File: src/rtl/forwarding_hazard_unit.sv
// forwarding_hazard_unit
// Operand-bypass select generation and load-use stall control for a classic
// five-stage in-order pipeline. The unit keeps its own copy of the destination
// information of the instructions in EX, MEM and WB. From that copy it decides
// which ALU operands must come from the bypass network, and whether the
// instruction in ID must wait one cycle behind a load.
module forwarding_hazard_unit #(
  parameter int REG_AW = 5,
  parameter int CNT_W  = 32
) (
  input  logic              clk,
  input  logic              rst_n,
  input  logic              pipe_en,
  input  logic              flush,
  input  logic              id_valid,
  input  logic [REG_AW-1:0] id_rs1,
  input  logic [REG_AW-1:0] id_rs2,
  input  logic              id_uses_rs1,
  input  logic              id_uses_rs2,
  input  logic [REG_AW-1:0] id_rd,
  input  logic              id_reg_write,
  input  logic              id_mem_read,
  output logic [1:0]        forward_a,
  output logic [1:0]        forward_b,
  output logic              stall,
  output logic [CNT_W-1:0]  stall_count
);

  // Operand source selects as decoded by the ALU input muxes.
  localparam logic [1:0] FWD_RF  = 2'b00;
  localparam logic [1:0] FWD_WB  = 2'b01;
  localparam logic [1:0] FWD_MEM = 2'b10;

  localparam logic [REG_AW-1:0] REG_ZERO = {REG_AW{1'b0}};
  localparam logic [CNT_W-1:0]  CNT_ZERO = {CNT_W{1'b0}};
  localparam logic [CNT_W-1:0]  CNT_ONE  = {{(CNT_W-1){1'b0}}, 1'b1};

  // Destination information carried by every stage slot.
  typedef struct packed {
    logic              valid;
    logic [REG_AW-1:0] rd;
    logic              reg_write;
    logic              mem_read;
  } dst_slot_t;

  // The EX slot also keeps its sources, because the bypass selects are
  // computed for the instruction that currently sits in EX.
  typedef struct packed {
    dst_slot_t         dst;
    logic [REG_AW-1:0] rs1;
    logic [REG_AW-1:0] rs2;
    logic              uses_rs1;
    logic              uses_rs2;
  } ex_slot_t;

  localparam dst_slot_t DST_EMPTY = '{
    valid:     1'b0,
    rd:        REG_ZERO,
    reg_write: 1'b0,
    mem_read:  1'b0
  };

  localparam ex_slot_t EX_EMPTY = '{
    dst:      DST_EMPTY,
    rs1:      REG_ZERO,
    rs2:      REG_ZERO,
    uses_rs1: 1'b0,
    uses_rs2: 1'b0
  };

  // A slot can act as a bypass source or a hazard source only when it really
  // writes a register other than x0. x0 is hard-wired to zero, so a write to
  // it is never observable.
  function automatic logic produces_reg(input dst_slot_t s);
    return s.valid && s.reg_write && (s.rd != REG_ZERO);
  endfunction

  // Bypass select for one EX operand. The youngest producer (MEM) wins over
  // WB. Nothing older than WB needs bypassing, because the register file
  // writes before it reads.
  function automatic logic [1:0] bypass_select(input dst_slot_t         mem_s,
                                               input dst_slot_t         wb_s,
                                               input logic [REG_AW-1:0] rs,
                                               input logic              uses);
    logic [1:0] sel;
    if (uses && produces_reg(mem_s) && (mem_s.rd == rs)) begin
      sel = FWD_MEM;
    end else if (uses && produces_reg(wb_s) && (wb_s.rd == rs)) begin
      sel = FWD_WB;
    end else begin
      sel = FWD_RF;
    end
    return sel;
  endfunction

  ex_slot_t         ex_q;
  ex_slot_t         ex_d;
  dst_slot_t        mem_q;
  dst_slot_t        mem_d;
  dst_slot_t        wb_q;
  dst_slot_t        wb_d;
  logic [CNT_W-1:0] stall_count_q;
  logic [CNT_W-1:0] stall_count_d;

  ex_slot_t         id_slot_s;
  logic             load_in_ex_s;
  logic             rs_hits_load_s;
  logic             stall_s;
  logic [1:0]       fwd_a_s;
  logic [1:0]       fwd_b_s;

  // WB keeps its load flag so that the slot layout stays uniform. Nothing
  // downstream of WB consumes the flag.
  logic             unused_wb_mem_read_s;
  assign unused_wb_mem_read_s = wb_q.mem_read;

  // Package the decode-stage fields into the form the EX slot stores.
  always_comb begin
    id_slot_s.dst.valid     = 1'b1;
    id_slot_s.dst.rd        = id_rd;
    id_slot_s.dst.reg_write = id_reg_write;
    id_slot_s.dst.mem_read  = id_mem_read;
    id_slot_s.rs1           = id_rs1;
    id_slot_s.rs2           = id_rs2;
    id_slot_s.uses_rs1      = id_uses_rs1;
    id_slot_s.uses_rs2      = id_uses_rs2;
  end

  // Load-use detection: a load in EX whose result ID needs next cycle. The
  // data arrives one stage too late to bypass, so ID waits one cycle. A flush
  // kills the ID instruction, so there is nothing left to protect and the
  // flush overrides the stall.
  always_comb begin
    load_in_ex_s   = produces_reg(ex_q.dst) && ex_q.dst.mem_read;
    rs_hits_load_s = (id_uses_rs1 && (id_rs1 == ex_q.dst.rd)) ||
                     (id_uses_rs2 && (id_rs2 == ex_q.dst.rd));
    if (id_valid && !flush && load_in_ex_s && rs_hits_load_s) begin
      stall_s = 1'b1;
    end else begin
      stall_s = 1'b0;
    end
  end

  // Bypass selects for the EX instruction. An empty EX slot has no operands,
  // so both selects park on the register file.
  always_comb begin
    if (ex_q.dst.valid) begin
      fwd_a_s = bypass_select(mem_q, wb_q, ex_q.rs1, ex_q.uses_rs1);
      fwd_b_s = bypass_select(mem_q, wb_q, ex_q.rs2, ex_q.uses_rs2);
    end else begin
      fwd_a_s = FWD_RF;
      fwd_b_s = FWD_RF;
    end
  end

  // Next-state logic: shift the slots one stage per enabled cycle, and insert
  // a bubble into EX on a stall, a flush or an empty ID.
  always_comb begin
    ex_d          = ex_q;
    mem_d         = mem_q;
    wb_d          = wb_q;
    stall_count_d = stall_count_q;
    if (pipe_en) begin
      wb_d  = mem_q;
      mem_d = ex_q.dst;
      if (stall_s || flush || !id_valid) begin
        ex_d = EX_EMPTY;
      end else begin
        ex_d = id_slot_s;
      end
      // The counter wraps to zero naturally after its all-ones value.
      if (stall_s) begin
        stall_count_d = stall_count_q + CNT_ONE;
      end else begin
        stall_count_d = stall_count_q;
      end
    end else begin
      ex_d          = ex_q;
      mem_d         = mem_q;
      wb_d          = wb_q;
      stall_count_d = stall_count_q;
    end
  end

  // Stage slots and stall counter. The asynchronous reset empties every slot,
  // so the stall and bypass outputs drop without waiting for a clock edge.
  always_ff @(posedge clk or negedge rst_n) begin
    if (!rst_n) begin
      ex_q          <= EX_EMPTY;
      mem_q         <= DST_EMPTY;
      wb_q          <= DST_EMPTY;
      stall_count_q <= CNT_ZERO;
    end else begin
      ex_q          <= ex_d;
      mem_q         <= mem_d;
      wb_q          <= wb_d;
      stall_count_q <= stall_count_d;
    end
  end

  // Selects and stall feed the same-cycle datapath muxes and front-end
  // enables, so they are decoded straight from the slot state.
  assign forward_a   = fwd_a_s;
  assign forward_b   = fwd_b_s;
  assign stall       = stall_s;
  assign stall_count = stall_count_q;

endmodule

File: config.mk
export PLATFORM = sky130hd
export DESIGN_NAME = forwarding_hazard_unit
export DESIGN_NICKNAME = d
export VERILOG_FILES = /design/src/rtl/forwarding_hazard_unit.sv
export SDC_FILE = /design/constraint.sdc
export NUM_CORES = 1
export LEC_CHECK = 0
export CAP_MARGIN = 20
export CORE_MARGIN = 8
export CORE_UTILIZATION = 40
export CTS_BUF_LIST = sky130_fd_sc_hd__clkbuf_4 sky130_fd_sc_hd__clkbuf_8
export DETAILED_ROUTE_END_ITERATION = 12
export GPL_ROUTABILITY_DRIVEN = 1
export MAX_ROUTING_LAYER = met4
export PLACE_DENSITY_LB_ADDON = 0.08
export SLEW_MARGIN = 20
export SYNTH_ARGS = -nofsm -noshare
export SYNTH_HDL_FRONTEND = slang
export SYNTH_SLANG_ARGS = --single-unit
export TNS_END_PERCENT = 1
File: constraint.sdc
create_clock -name clk -period 5.5 [get_ports clk]
set_clock_uncertainty 0.1 [all_clocks]
set_input_delay 1.1 -clock clk [delete_from_list [all_inputs] [get_ports clk]]
set_output_delay 1.1 -clock clk [all_outputs]
set_load 0.05 [all_outputs]
==> reports/metrics.sh, run 1 <==
GRT_SETUP_UNREPAIRED='no'
POWER_SWITCHING_SHARE_PCT=23.8
FIN_UTIL_PCT=51.8
FLOW.AREA_GROWTH_FROM_SYNTHESIS_PCT=27.7
MUX_CELL_AREA_SHARE_AFTER_SYNTHESIS_PCT=5.14
WORST_SLACK_AFTER_DETAILED_PLACEMENT_NS=1.14
FILLERINSTANCES=729
ANTENNA_NETS_POST_ROUTE=0
WORST_PATH_MOST_REPEATED_CELL='clkdlybuf4s50_1'
DRTPASS1ITERATIONS=4
CRIT_SLOWEST_CELL='clkdlybuf4s50_1'
CLOCK_TREE.BUFFER_DEPTH=2
POST_SYNTH_INSTANCE_AREA_UM2=3290
TIMING.FINAL.HOLD_VIOLATIONS=0
MAXSLEWVIOLCOUNT=0
LAYOUT.NETS=377
STATUS='complete, no violations'
MAX_SLEW_MARGIN_PCT=44.2
DRV_CAP=0
SYNTH_COMPOUND_GATE_AREA_SHARE_PCT=7.35
DETAIL_ROUTE.WIRELENGTH_MM=7.93
PART_OF_THE_TOTAL_POWER_DISSIPATED_IN_THE_CLOCK_NETWORK_PCT=39.2
GRT_PASS1_WL_MM=13.2
NETS_IN_THE_SYNTHESIZED_NETLIST=312
TIMING.RR.START='ex_q[15]'
WORSTPATHMAXFANOUT=10
DIE_WIDTH_UM=107
SETUP_VIOL=0
ROW_COUNT=33
FIRST_GLOBAL_VIAS=2483
P_SW_mW=0.245
WORSTSETUPSTARTPOINT='flush'
MIN_PERIOD_NS=4.37
DRC_ERRORS=0
WORST-ENDPOINT-ARRIVAL_NS=3.17
PLACED_INSTANCES=446
SHARE_OF_THE_CLOCK_PERIOD_USED_BY_THE_WORST_PATH_AFTER_LAYOUT_PCT=79.4
P_COMB_SHARE_PCT=9.4
NUMBER_OF_DISTINCT_STANDARD_CELLS_REFERENCED_BY_THE_SYNTHESIZED_NETLIST=39
LAYOUT_SETUP_WS_NS=1.13
TRITONCTS='done'
TIMING.SETUP.TNS_NS=0
RR_WORST_DEPTH=7
PLACE.GP.CONGESTION=0.832
SYNTH_AREA_IN_SIMPLE_GATES_PCT=18.5
CLOCK_TREE.HTREE_LEVEL_COUNT=3
VIA_TOTAL_AFTER_DETAILED_ROUTING=2427
CLK_PIN_SLEW_NS=0.07
BOUNDARYPINS=61
YS_TOP_CELLS_BY_AREA='dfrtp_1 50%, xnor2_1 14%, a22o_1 5.1%, mux2_2 4.8%, nand4_1 4.2%'
WORST_SKEW_PAIR.LATE_LATENCY_NS=0.33
YS_SEQ_ELEMENTS=66
CRITICAL-PATH-TOP-DELAY-FAMILY='buffers and inverters'
LAYOUT_CELL_SHARE_WITH_DRIVE_STRENGTH_BEYOND_1_PCT=13.2
SYNTH.TOP_CELL.AREA_SHARE_PCT=50.3
MIN-DELAY-PATH-CLASS='flip-flop to flip-flop'
CORE-AREA_UM2=8090
DPL.HPWL_MM=5.55
SEQ_POWER_SHARE_PCT=51.4
YOSYS_WARNINGS=0
NUMPORTBUFFERS=60
CTS-BUFFERS-INSERTED=9
SYNTH_TOP_FAMILY_BY_AREA='simple AND/OR/NAND/NOR gates'
POWER.IR.VDD_WORST_V=0.000118
SYNTH_XOR_XNOR_AREA_SHARE_PCT=16.3
INITIAL_UTILIZATION_PCT=40.6
REG2REG_SETUP_SLACK_NS=3.32
CRITICAL_PATH_CLASS='input pin to output port'
FINAL_CELL_AREA_UM2=4200
CTS.REPAIR_TIMING.SETUP_BUFFER_COUNT=0
DIE_AREA_UM2=11400
CTS_REPAIR_RESIZE_COUNT=0
WORST_SETUP_PATH_END_KIND='output port'
YS_SEQ_AREA_SHARE_PCT=50.3
SYNTH_ENABLE_FLOP_CELLS=0
WORSTPATHCELLLIST='clkdlybuf4s50_1, nand2b_1, a211oi_4, and2_1, clkdlybuf4s50_1'
CRIT_REQUIRED_NS=4.30
DPL-INSTANCE-AREA_UM2=4000
GRT_START_MAX_NET_PINS=67
TOTAL_POWER_PER_UNIT_CELL_AREA_nW_PER_UM2=245
DIODES=0
LEAKAGE_nW=1.76
ROOT_BUFFER='clkbuf_8'
CELL_INTERNAL_PWR_mW=0.784
CTS.SINK_COUNT=66
WORSTHOLDENDPOINT='stall_count[31]'
SYNTH_TOP_CELL_BY_AREA='dfrtp_1'
ASYNC_FLOP_SHARE_PCT=100
AVGROUTEDWIREPERCELL_UM=17.2
HOLD_PATH.STARTPOINT='stall_count[31]'
FLOORPLAN_DIE_HEIGHT_UM=107
SYNTH-ADDER-AREA-SHARE_PCT=0.381
MOST_FREQUENT_CELL_AFTER_SYNTHESIS='dfrtp_1'
GR-USAGE-ALL-LAYERS_PCT=15.1
PATH_BUF_INV=2
MAX_FREQ_MHz=229
FINALNONFILLERCELLS=461
SYNTH_COMMONEST_CELLS='66 x dfrtp_1, 53 x xnor2_1, 24 x nand3_1'
WORSTREG2REGEND='ex_q[10]'
POSTSYNTHCELLCOUNT=287
WORST_PATH_LARGEST_CELL_DELAY_NS=0.80
WORST_PIN_SLEW_NS=0.837
DRT_FIRST_ITER_VIOLATIONS=130
SYN_AVG_CELL_AREA_UM2=11.4
GRT_ANTENNA_BEFORE_REPAIR=0
START_KIND='input pin'
CTS.HOLD.BUFFERS_ADDED=0
GRT.OVERFLOW.TOTAL=0
HOLDPATHSTAGES=1
SYNTH_FLOP_CELL='dfrtp_1'
VIAS_PER_CELL=5.26
-- flip-flops by register name, indices dropped and copies added (netlist names) --
signal       cells
stall_count     32
ex_q            20
mem_q            7
wb_q             7
-- power by group through the flow --
stage               clock network, mW  registers, mW  logic, mW
floorplan                           0          0.529     0.0589
global route                    0.436          0.531      0.107
finish                          0.404          0.528     0.0968
detailed placement                  0          0.538     0.0977
global placement                    0          0.538     0.0975
CTS                             0.417          0.528     0.0982
-- cell type report --
type | count | area (um^2) | share of cell area [%]
repair buffers | 64 | 626 | 14.9
well taps | 105 | 131 | 3.13
inverters | 5 | 18.8 | 0.447
clock buffers | 12 | 153 | 3.64
flip-flops and latches | 66 | 1650 | 39.4
multi-input cells | 206 | 1580 | 37.5
clock inverters | 3 | 40.0 | 0.954
-- per-stage QoR --
stage | total power [mW] | hold slack (ns)
finish | 1.03 | 0.369
global route | 1.07 | 0.393
floorplan | 0.587 | 0.374
global placement | 0.635 | 0.362
detailed placement | 0.635 | 0.365
CTS | 1.04 | 0.375
-- cells in the final DEF, fill, tap and decap left out, types with 2 or more instances in the layout --
cell             count
a22o_1              19
and2_1               4
and3_1               6
and3_2               2
and4_1               2
buf_4                4
clkbuf_4             2
clkbuf_8            10
clkdlybuf4s50_1     59
clkinv_2             2
dfrtp_1             66
inv_1                5
mux2_2              14
nand2_1             11
nand3_1             24
nand4_1             22
nor2_1              11
nor3_1               6
nor3_4               2
nor4_1               3
or4_1                2
xnor2_1             53
xor2_1               8
-- how the worst max path moves through the flow --
| stage | end | slack (ns) | depth (start not counted) |
|---|---|---|---|
| after detailed placement | stall | 1.14 | 5 |
| after floorplan | forward_a[0] | 2.00 | 4 |
| after global placement | stall | 1.16 | 5 |
| final | stall | 1.13 | 5 |
| after CTS | stall | 1.13 | 5 |
| after global routing | stall | 1.0 | 5 |
-- cell families (layout without fill, tap and decap cells) --
group / after synthesis / count (layout)
flip-flops: 66 / 66
adder cells (fa/ha/maj): 1 / 1
buffers and inverters: 15 / 84
AO/OA/AOI/OAI: 26 / 26
XOR/XNOR: 61 / 61
AND/OR/NAND/NOR: 103 / 103
multiplexers: 15 / 15
-- routing by layer --
| metal | vias up | GRT usage (%) | part of all wire (%) |
|---|---|---|---|
| met5 | - | - | 0 |
| met4 | 0 | 6.33 | 1.6 |
| li1 | 1169 | - | - |
| met3 | 11 | 2.82 | 3.6 |
| met1 | 1186 | 21.8 | 52 |
| met2 | 61 | 20.0 | 43 |
No activity file was read; power rests on OpenSTA's default activity.
==> inputs of run 2 (changes only) <==
- clock period: 5.5 -> 4 ns (I/O delays scaled with it)
==> reports/metrics.sh, run 2 (synthesis results as in run 1) <==
LAYOUT_CELL_SHARE_WITH_DRIVE_STRENGTH_BEYOND_1_PCT=14.0  # was 13.2%
DPL.HPWL_MM=5.69  # was 5.55 mm
SEQ_POWER_SHARE_PCT=53.0  # was 51.4%
MULTIINPUTGATEAREA_UM2=1580  # unchanged
WORST_PATH_MOST_REPEATED_CELL='nor3_1'  # was clkdlybuf4s50_1
RR_WORST_DEPTH=7  # unchanged
ROW_COUNT=33  # unchanged
FIRST_GLOBAL_VIAS=2452  # was 2483
DIE_AREA_UM2=11400  # unchanged
DRT_FIRST_ITER_VIOLATIONS=74  # was 130
CRITICAL_PATH_CLASS='flip-flop to output port'  # was input pin to output port
DRC_ERRORS=0  # unchanged
P_COMB_SHARE_PCT=9.8  # was 9.4%
TIMING.SETUP.TNS_NS=0  # unchanged
POWER.IR.VDD_WORST_V=0.000198  # was 0.000118 V
SHARE_OF_THE_CLOCK_PERIOD_USED_BY_THE_WORST_PATH_AFTER_LAYOUT_PCT=89.9
DIE_WIDTH_UM=107  # unchanged
FILLERINSTANCES=781  # was 729
MAX_SLEW_MARGIN_PCT=60.8  # was 44.2%
VIA_TOTAL_AFTER_DETAILED_ROUTING=2419  # was 2427
CTS-BUFFERS-INSERTED=9  # unchanged
CLOCK_TREE.BUFFER_DEPTH=2  # unchanged
WORSTPATHCELLLIST='or4_1, o211ai_1, nor3_1, nor3_1, clkdlybuf4s50_1'  # was clkdlybuf4s50_1, nand2b_1, a211oi_4, and2_1, clkdlybuf4s50_1
DRV_CAP=0  # unchanged
AVGROUTEDWIREPERCELL_UM=17.0  # was 17.2 um
CLOCK_TREE.HTREE_LEVEL_COUNT=3  # unchanged
CTS.HOLD.BUFFERS_ADDED=0  # unchanged
TIMING.FINAL.HOLD_VIOLATIONS=0  # unchanged
CTS.SINK_COUNT=66  # unchanged
GRT.OVERFLOW.TOTAL=0  # unchanged
ROOT_BUFFER='clkbuf_8'  # unchanged
MOSTFREQUENTLAYOUTCELL='dfrtp_1'  # unchanged
NUMPORTBUFFERS=60  # unchanged
WORST_SETUP_PATH_END_KIND='output port'  # unchanged
PART_OF_THE_TOTAL_POWER_DISSIPATED_IN_THE_CLOCK_NETWORK_PCT=37.2  # was 39.2%
DIODES=0  # unchanged
VIAS_PER_CELL=5.22  # was 5.26
MAX_FREQ_MHz=278
WORST_PATH_LARGEST_CELL_DELAY_NS=0.85  # was 0.80 ns
MOSTFREQUENTLAYOUTCELLS='66 x dfrtp_1, 58 x clkdlybuf4s50_1, 53 x xnor2_1'  # was 66 x dfrtp_1, 59 x clkdlybuf4s50_1, 53 x xnor2_1
POWER_SWITCHING_SHARE_PCT=24.5  # was 23.8%
FLOORPLAN_DIE_HEIGHT_UM=107  # unchanged
ANTENNA_NETS_POST_ROUTE=0  # unchanged
START_KIND='flip-flop'  # was input pin
PLACE.GP.CONGESTION=0.807  # was 0.832
CORE-AREA_UM2=8090  # unchanged
REG2REG_SETUP_SLACK_NS=1.87  # was 3.32 ns
WORST_PIN_SLEW_NS=0.588  # was 0.837 ns
CTS_REPAIR_RESIZE_COUNT=0  # unchanged
SETUP_VIOL=0  # unchanged
CRIT_SLOWEST_CELL='clkdlybuf4s50_1'  # unchanged
FIN_UTIL_PCT=52.0  # was 51.8%
CELL_INTERNAL_PWR_mW=1.03  # was 0.784 mW
GRT_SETUP_UNREPAIRED='no'  # unchanged
WORSTPATHMAXFANOUT=5  # was 10
GRT_START_MAX_NET_PINS=41  # was 67
BOUNDARYPINS=61  # unchanged
TOTAL_POWER_PER_UNIT_CELL_AREA_nW_PER_UM2=326  # was 245 nW/um^2
CRIT_REQUIRED_NS=3.10  # was 4.30 ns
DETAIL_ROUTE.WIRELENGTH_MM=7.87  # was 7.93 mm
LARGEST_REGISTER_FF_COUNT=32  # unchanged
STATUS='complete, no violations'  # unchanged
FLOW.AREA_GROWTH_FROM_SYNTHESIS_PCT=28.0  # was 27.7%
SEQCELLAREA_UM2=1650  # unchanged
P_SW_mW=0.336  # was 0.245 mW
CLK_PIN_SLEW_NS=0.07  # about the same
TRITONCTS='done'  # unchanged
WORSTREG2REGEND='ex_q[17]'  # was ex_q[10]
LEAKAGE_nW=1.76  # about the same
GRT_ANTENNA_BEFORE_REPAIR=0  # unchanged
DRTPASS1ITERATIONS=4  # unchanged
MAXSLEWVIOLCOUNT=0  # unchanged
GR-USAGE-ALL-LAYERS_PCT=15.1  # about the same
MIN_PERIOD_NS=3.60
LAYOUT.NETS=379  # was 377
INITIAL_UTILIZATION_PCT=40.6  # unchanged
GRT_PASS1_WL_MM=13.4  # was 13.2 mm
MIN-DELAY-PATH-CLASS='input pin to async pin'  # was flip-flop to flip-flop
WORST-ENDPOINT-ARRIVAL_NS=2.70  # was 3.17 ns
TIMING.RR.START='ex_q[15]'  # unchanged
WORST_SKEW_PAIR.LATE_LATENCY_NS=0.33  # about the same
CTS.REPAIR_TIMING.SETUP_BUFFER_COUNT=0  # unchanged
==> run 2: power groups by stage <==
stage | clock (mW) | combinational (mW) | sequential [mW]
CTS | 0.526 | 0.136 | 0.727
global route | 0.559 | 0.150 | 0.731
finish | 0.509 | 0.134 | 0.726
global placement | 0 | 0.135 | 0.739
detailed placement | 0 | 0.135 | 0.739
floorplan | 0 | 0.0809 | 0.727
==> run 2: routing by layer <==
layer / global-route usage, % / routed length [um] / up-vias
li1: - / - / 1165
met1: 21.5 / 4060 / 1193
met2: 20.8 / 3430 / 54
met3: 3.12 / 314 / 7
met4: 5.03 / 64 / 0
met5: - / 0 / -
==> run 2: final cells by class <==
class | count | area share (%)
multi-input combinational | 206 | 37.4
inverter | 5 | 0.446
tap | 105 | 3.12
timing repair buffer | 66 | 15.5
clock buffer | 13 | 3.96
sequential | 66 | 39.3
clock inverter | 2 | 0.297
==> run 2: through the flow <==
step	total power, mW	area [um^2]	hold WS, ns	worst slack [ns]	instances
6_report	1.37	4210	0.363	0.403	463
5_1_grt	1.44	4210	0.390	0.262	463
4_1_cts	1.39	4210	0.374	0.342	463
3_5_place_dp	0.874	4030	0.365	0.715	448
3_3_place_gp	0.873	4030	0.362	0.732	448
2_1_floorplan	0.808	3290	0.374	0.796	287
==> run 2: worst max path at each step <==
stage / startpoint / endpoint / slack (ns)
2_1_floorplan: mem_q[3] / forward_a[0] / 0.80
3_3_place_gp: mem_q[3] / forward_a[0] / 0.73
3_5_place_dp: mem_q[3] / forward_a[0] / 0.72
4_1_cts: mem_q[3] / forward_a[0] / 0.34
5_1_grt: mem_q[3] / forward_a[0] / 0.26
6_report: mem_q[3] / forward_a[0] / 0.40
==> run 2: critical path, delay by kind of cell, from the launching register on <==
| kind | cells | cell delay (ns) |
|---|---|---|
| simple gates | 3 | 0.88 |
| flops | 1 | 0.43 |
| buf+inv | 1 | 0.85 |
| compound gates | 1 | 0.22 |
==> inputs of run 3 (changes only) <==
- CORE_UTILIZATION: 40 -> 49
- SKIP_LAST_GASP: default -> 1
==> reports/metrics.sh, run 3 (synthesis results as in run 1) <==
PART_OF_THE_TOTAL_POWER_DISSIPATED_IN_THE_CLOCK_NETWORK_PCT=40.4  # was 37.2%
DPL.HPWL_MM=5.46  # was 5.69 mm
STATUS='complete, no violations'  # unchanged
TOTAL_POWER_mW=1.44  # was 1.37 mW
MAXSLEWVIOLCOUNT=0  # unchanged
P_SW_mW=0.336  # about the same
POWER.IR.VDD_WORST_V=0.000156  # was 0.000198 V
LAYOUT_SETUP_WS_NS=0.441  # was 0.403 ns
FLOORPLAN_DIE_HEIGHT_UM=97.9  # was 107 um
HOLD_SLACK_NS=0.365  # was 0.363 ns
FLOW.AREA_GROWTH_FROM_SYNTHESIS_PCT=28.0  # about the same
CLOCK_TREE.BUFFER_DEPTH=2  # unchanged
WORST_PIN_SLEW_NS=0.604  # was 0.588 ns
MAX_FREQ_MHz=281  # was 278 MHz
NUMPORTBUFFERS=60  # unchanged
POWER_SWITCHING_SHARE_PCT=23.3  # was 24.5%
DRT_FIRST_ITER_VIOLATIONS=93  # was 74
LAYOUT_CELL_SHARE_WITH_DRIVE_STRENGTH_BEYOND_1_PCT=14.2  # was 14.0%
LARGEST_REGISTER_FF_COUNT=32  # unchanged
CLK_PIN_SLEW_NS=0.07  # about the same
CTS_REPAIR_RESIZE_COUNT=0  # unchanged
SHARE_OF_THE_CLOCK_PERIOD_USED_BY_THE_WORST_PATH_AFTER_LAYOUT_PCT=89.0  # was 89.9%
SEQ_POWER_SHARE_PCT=50.3  # was 53.0%
DRTPASS1ITERATIONS=4  # unchanged
TIMING.SETUP.TNS_NS=0  # unchanged
FINAL_CELL_AREA_UM2=4210  # about the same
MOSTFREQUENTLAYOUTCELLS='66 x dfrtp_1, 58 x clkdlybuf4s50_1, 53 x xnor2_1'  # unchanged
ANTENNA_NETS_POST_ROUTE=0  # unchanged
DETAIL_ROUTE.WIRELENGTH_MM=7.66  # was 7.87 mm
SETUP_VIOL=0  # unchanged
CTS.REPAIR_TIMING.SETUP_BUFFER_COUNT=0  # unchanged
CELL_INTERNAL_PWR_mW=1.11  # was 1.03 mW
INITIAL_UTILIZATION_PCT=49.5  # was 40.6%
MIN_PERIOD_NS=3.56  # was 3.60 ns
MAX_SLEW_MARGIN_PCT=59.7  # was 60.8%
TOTAL_POWER_PER_UNIT_CELL_AREA_nW_PER_UM2=343  # was 326 nW/um^2
MOSTFREQUENTLAYOUTCELL='dfrtp_1'  # unchanged
CORE-AREA_UM2=6640  # was 8090 um^2
GRT_ANTENNA_BEFORE_REPAIR=0  # unchanged
CTS.HOLD.BUFFERS_ADDED=0  # unchanged
DIODES=0  # unchanged
PLACE.GP.CONGESTION=0.870  # was 0.807
DRC_ERRORS=0  # unchanged
P_COMB_SHARE_PCT=9.3  # was 9.8%
FIRST_GLOBAL_VIAS=2600  # was 2452
WORST_SKEW_PAIR.LATE_LATENCY_NS=0.34  # was 0.33 ns
DIE_AREA_UM2=9580  # was 11400 um^2
DIE_WIDTH_UM=97.9  # was 107 um
MIN-DELAY-PATH-CLASS='input pin to async pin'  # unchanged
WORST_SLACK_AFTER_DETAILED_PLACEMENT_NS=0.801  # was 0.715 ns
CRIT_REQUIRED_NS=3.10  # about the same
GR-USAGE-ALL-LAYERS_PCT=17.5  # was 15.1%
PLACED_INSTANCES=423  # was 448
START_KIND='flip-flop'  # unchanged
TIMING.FINAL.HOLD_VIOLATIONS=0  # unchanged
CLOCK_TREE.HTREE_LEVEL_COUNT=3  # unchanged
CTS.SINK_COUNT=66  # unchanged
VIA_TOTAL_AFTER_DETAILED_ROUTING=2446  # was 2419
CTS-BUFFERS-INSERTED=9  # unchanged
DRV_CAP=0  # unchanged
TIMING.RR.START='ex_q[14]'  # was ex_q[15]
VIAS_PER_CELL=5.57  # was 5.22
FINALNONFILLERCELLS=439  # was 463
LEAKAGE_nW=1.78  # was 1.76 nW
WORSTPATHMAXFANOUT=5  # unchanged
AVGROUTEDWIREPERCELL_UM=17.5  # was 17.0 um
GRT_START_MAX_NET_PINS=40  # was 41
CRITICAL_PATH_CLASS='flip-flop to output port'  # unchanged
WORSTSETUPSTARTPOINT='mem_q[3]'  # unchanged
GRT.OVERFLOW.TOTAL=0  # unchanged
WORST_SETUP_PATH_END_KIND='output port'  # unchanged
FIN_UTIL_PCT=63.3  # was 52.0%
GRT_PASS1_WL_MM=13.2  # was 13.4 mm
BOUNDARYPINS=61  # unchanged
TRITONCTS='done'  # unchanged
GRT_SETUP_UNREPAIRED='no'  # unchanged
ROOT_BUFFER='clkbuf_8'  # unchanged
WORST-ENDPOINT-ARRIVAL_NS=2.66  # was 2.70 ns
LAYOUT.NETS=379  # unchanged
DPL-INSTANCE-AREA_UM2=4000  # was 4030 um^2
ROW_COUNT=30  # was 33
## run 3: routing by layer
metal	vias to the layer above	share of wire (%)	GRT usage, %
met4	0	1.7	7.19
met1	1203	49	23.5
met5	-	0	-
met3	13	4.0	3.84
li1	1169	-	-
met2	61	45	24.9
## run 3: power by group through the flow
stage / combinational [mW] / clock [mW] / sequential [mW]
2_1_floorplan: 0.0809 / 0 / 0.727
3_3_place_gp: 0.134 / 0 / 0.737
3_5_place_dp: 0.135 / 0 / 0.738
4_1_cts: 0.136 / 0.596 / 0.725
5_1_grt: 0.150 / 0.624 / 0.729
6_report: 0.134 / 0.583 / 0.726
## run 3: worst paths after layout
kind	end	slack (ns)	cells after the start
max	forward_a[0]	0.44	5
max in group asynchronous	stall_count[21]	2.50	2
min reg2reg	stall_count[31]	0.37	1
min	ex_q[4]	0.37	1
min in group clk	stall_count[31]	0.37	1
max reg2reg	stall_count[4]	1.88	6
## run 3: critical path, cell delays in order, from the launching register on
cell and delay, ns:
dfrtp_1 0.43, or4_1 0.55, o211ai_1 0.22, nor3_1 0.11
nor3_1 0.18, clkdlybuf4s50_1 0.83
## run 3: cell type report
type | count | area (um^2)
inverter | 5 | 18.8
timing repair buffer | 66 | 651
clock inverter | 2 | 35.0
tap | 80 | 100
clock buffer | 14 | 174
multi-input combinational | 206 | 1580
sequential | 66 | 1650
fill | 548 | 2440
==> edit 1: new RTL, settings of run 1 <==
Register the output `stall_count` once more, cleared by the reset; this adds one clock of latency there. The other outputs are not delayed to match.
--- a/src/rtl/forwarding_hazard_unit.sv
+++ b/src/rtl/forwarding_hazard_unit.sv
@@ -203,7 +203,13 @@
   assign forward_a   = fwd_a_s;
   assign forward_b   = fwd_b_s;
   assign stall       = stall_s;
-  assign stall_count = stall_count_q;
+  always_ff @(posedge clk or negedge rst_n) begin
+    if (!rst_n) begin
+      stall_count <= '0;
+    end else begin
+      stall_count <= stall_count_q;
+    end
+  end
 
 endmodule
 
Formal check against the unedited RTL: not equivalent (a bounded check fails within 4 cycles, from zero or initial values and one cycle with rst_n low).
==> edit 1 against run 1 <==
  * Count of clock-buffer cells in the layout fell by 1
  * Die area increased by 23%
  * Global-route usage fell by 0.85 points
  * Wire length rose by 14%
  * Maximum frequency fell by 6.5%
  * Sequential cell count is 32 higher
  * Setup slack worse by 0.30 ns
  * Cell area increased by 21%
  * Power increased by 31%
  * Area after synthesis increased by 27%
  * Critical path type unchanged
  * Highest routed layer unchanged
==> edit 1: results <==
export IMPL_r2r_cells=4
export IMPL_synth_distinct_cells=36
export IMPL_seq_area_frac_synth=0.588
export IMPL_fin_cells=511
export IMPL_cts_root_buf="clkbuf_8"
export IMPL_dp_cells=495
export IMPL_sw_frac_of_total=0.242
export IMPL_holdWs_ns=0.312
export IMPL_nFillCells=922
export IMPL_status="completed"
export IMPL_grt_pass1_wl_mm=15.7
export IMPL_syn_instance_count=310
export IMPL_synth_top_cells_by_count="98 x dfrtp_1, 40 x xor2_1, 21 x xnor2_1, 19 x a22o_1"
export IMPL_grt_max_degree=60
export IMPL_gp_congestion=0.809
export IMPL_fin_crit_ns=4.67
export IMPL_clk_latency_ns=0.36
export IMPL_clkTransAtPathRegs_ns=0.10
export IMPL_whs_endpoint="stall_count[31]"
export IMPL_syn_nets=335
export IMPL_track_usage=0.142
export IMPL_hpwl_mm=6.28
export IMPL_nets=395
export IMPL_grt_pass1_vias=2824
export IMPL_clk_power_uw=479
export IMPL_ir_drop_uv=145
export IMPL_holdPathStages=0
export IMPL_pwr_share_seq=0.569
export IMPL_startpoint="id_rs2[4]"
export IMPL_final_layout_size_suffix_gt1_frac=0.136
export IMPL_hold_start="stall_count_q[31]"
export IMPL_fin_tns_setup_ns=0
export IMPL_pre_cts_slack_ns=0.809
export IMPL_initialDrtViolationCount=103
export IMPL_rr_endpoint="ex_q[6]"
export IMPL_p_leak_uw=0.00233
export IMPL_yosys_top_cells_area="dfrtp_1 59%, xor2_1 8.4%, nor4_2 4.5%"
export IMPL_worst_path_largest_cell_delay_ns=0.87
-- edit 1: cell type report --
| cell class | count | area [um2] | share of cell area |
|---|---|---|---|
| multi-input combinational | 198 | 1630 | 0.322 |
| clock inverter | 5 | 62.6 | 0.0123 |
| tap | 136 | 170 | 0.0335 |
| sequential | 98 | 2450 | 0.483 |
| clock buffer | 11 | 145 | 0.0286 |
| timing repair buffer | 62 | 613 | 0.121 |
| inverter | 1 | 3.75 | 0.000739 |
-- edit 1: kinds of logic (layout without fill, tap and decap cells) --
group | Yosys count | count (layout) | share of synthesized area
mux | 15 | 15 | 0.0405
xor+xnor | 61 | 61 | 0.128
flops | 98 | 98 | 0.588
simple gates | 95 | 95 | 0.160
buf+inv | 14 | 79 | 0.0207
compound gates | 26 | 26 | 0.0600
fa+ha+maj | 1 | 1 | 0.00300
-- edit 1: per-layer routing --
metal	vias to the layer above	global-route usage	routed length, um
li1	1252	-	-
met5	-	-	0
met1	1308	0.201	4520
met3	10	0.0214	241
met2	50	0.201	4150
met4	0	0.0544	129
==> edit 2: new RTL, config.mk and constraints of run 1 <==
Without the edit above. Set the parameter `CNT_W` to 28 (it was 32).
--- a/src/rtl/forwarding_hazard_unit.sv
+++ b/src/rtl/forwarding_hazard_unit.sv
@@ -6,7 +6,7 @@
 // instruction in ID must wait one cycle behind a load.
 module forwarding_hazard_unit #(
   parameter int REG_AW = 5,
-  parameter int CNT_W  = 32
+  parameter int CNT_W  = 28
 ) (
   input  logic              clk,
   input  logic              rst_n,
Ports: changed (resized stall_count); port bits go from 61 to 57. The function was not compared with the original's and may differ.
==> edit 2 against run 1 <==
  * Power grew 2.3%
  * Sequential share of layout area is 0.91 points lower
  * Register-to-register slack worse by 0.11 ns
  * Wire length decreased by 3.8%
  * Area after synthesis decreased by 2.9%
  * Cell area shrank 3.8%
  * Sequential cell count down 4
  * First-iteration DRC count shrank 55%
  * Sequential power decreased by 5.9%
  * Critical path type unchanged
  * Setup slack improved by 0.053 ns
  * Core utilization increased by 0.36 points
==> edit 2: results <==
export IMPL_status="completed"
export IMPL_largest_reg_flops=28
export IMPL_cts_buffer_depth=2
export IMPL_rr_endpoint="stall_count[14]"
export IMPL_grt_max_degree=56
export IMPL_wirelength_mm=7.63
export IMPL_crit_path_end_kind="primary output"
export IMPL_p_leak_uw=0.00180
export IMPL_startpoint="id_rs2[3]"
export IMPL_wl_met1_mm=3.60
export IMPL_endpoint="stall"
export IMPL_gp_congestion=0.815
export IMPL_cts_buffers=9
export IMPL_final_layout_size_suffix_gt1_frac=0.153
export IMPL_hold_class="reg2reg"
export IMPL_post_cts_setup_buffer_count=0
export IMPL_yosysWarningCount=0
export IMPL_ctsResizeCount=0
export IMPL_nets=353
export IMPL_clk_latency_ns=0.34
export IMPL_syn_nets=295
export IMPL_grt_pass1_vias=2487
export IMPL_htreeDepth=3
export IMPL_vias=2300
export IMPL_routed_top_layer="met4"
export IMPL_seq_area_frac_synth=0.486
export IMPL_clkTransAtPathRegs_ns=0.07
export IMPL_synth_ff_type="dfrtp_1"
export IMPL_viasPerCell=5.29
export IMPL_place_area_um2=3810
export IMPL_avgSynthCellArea_um2=11.8
export IMPL_grt_pass1_wl_mm=12.7
export IMPL_r2r_cells=6
export IMPL_max_slew_margin_rel=0.525
export IMPL_cp_max_fo=2
export IMPL_firstDrtPassIters=4
export IMPL_dp_cells=419
export IMPL_track_usage=0.147
export IMPL_worstPathArrival_ns=3.11
export IMPL_ir_drop_uv=135
export IMPL_hpwl_mm=5.34
export IMPL_wl_met2_mm=3.63
export IMPL_antennaDiodeCount=0
export IMPL_synth_distinct_cells=40
export IMPL_wl_met3_um=281
export IMPL_cts_root_buf="clkbuf_8"
export IMPL_yosys_top_cells_area="dfrtp_1 49%, xor2_1 9.1%, xnor2_1 6.6%"
export IMPL_ff2ff_setup_slack_ns=3.21
export IMPL_numPortBuffers=56
export IMPL_timing_rr_start="stall_count[0]"
export IMPL_antenna_found_initial=0
export IMPL_nFillCells=709
export IMPL_synth_top_cells_by_count="62 x dfrtp_1, 33 x xor2_1, 24 x xnor2_1, 19 x a22o_1, 17 x nand3_1"
export IMPL_initialDrtViolationCount=58
export IMPL_synth_async_reset_ratio=1.00
-- edit 2: changes by cell type in the layout (fill, tap and decap cells not counted), sizes merged, moves of 3 or more --
cell / before / now
xnor2: 53 / 24
xor2: 8 / 33
nand4: 22 / 9
nor4: 4 / 17
and3: 8 / 0
nand3: 24 / 17
nor2: 12 / 6
nor4b: 0 / 5
clkdlybuf4s50: 59 / 55
dfrtp: 66 / 62
nor3: 9 / 12
-- edit 2: critical path, cell delays in order --
cell,delay (ns)
clkdlybuf4s50_1,0.50
xnor2_1,0.14
nand4_1,0.15
o22a_1,0.27
nor2_1,0.12
clkdlybuf4s50_1,0.82
-- edit 2: area by class of cell --
| cell class | instances | area, um2 | share of cell area |
|---|---|---|---|
| multi-input cells | 192 | 1530 | 0.379 |
| clock buffers | 13 | 160 | 0.0397 |
| inverters | 3 | 11.3 | 0.00279 |
| clock inverters | 3 | 67.6 | 0.0167 |
| flip-flops and latches | 62 | 1550 | 0.385 |
| well taps | 102 | 128 | 0.0316 |
| repair buffers | 60 | 586 | 0.145 |
-- edit 2: cells by family after synthesis --
group                      count (synthesis)  synth area share
and+or+nand+nor                           92             0.193
DFF                                       62             0.486
xor gates and xnor gates                  57             0.157
AOI/OAI and AO/OA                         27            0.0726
buffers and inverters                     16            0.0337
muxes                                     15            0.0541
adders and majority gates                  1           0.00392
-- edit 2: worst min path at each step --
stage | end | slack [ns] | cells after the start | from
floorplan | wb_q[7] | 0.38 | 1 | wb_q[7]
global placement | stall_count[27] | 0.36 | 1 | stall_count[27]
detailed placement | stall_count[27] | 0.36 | 1 | stall_count[27]
CTS | stall_count[27] | 0.38 | 1 | stall_count[27]
global route | stall_count[27] | 0.39 | 1 | stall_count[27]
finish | stall_count[27] | 0.37 | 1 | stall_count[27]
-- edit 2: metal layers --
| metal | global-route usage | vias to the layer above |
|---|---|---|
| met5 | - | - |
| li1 | - | 1100 |
| met4 | 0.0479 | 0 |
| met3 | 0.0438 | 13 |
| met2 | 0.228 | 55 |
| met1 | 0.178 | 1132 |
-- edit 2: through the flow --
| step | power [uW] | worst slack [ns] |
|---|---|---|
| 2_1_floorplan | 558 | 1.79 |
| 3_3_place_gp | 604 | 1.13 |
| 3_5_place_dp | 604 | 1.15 |
| 4_1_cts | 1070 | 1.15 |
| 5_1_grt | 1100 | 1.09 |
| 6_report | 1050 | 1.19 |
-- edit 2: where the power goes --
group | total, uW | leakage, uW | internal [uW] | switching, uW
clock network | 458 | 0.000114 | 283 | 175
logic | 97.3 | 0.000839 | 52.3 | 45.0
registers | 497 | 0.000843 | 474 | 23.3
total | 1050 | 0.00180 | 809 | 243
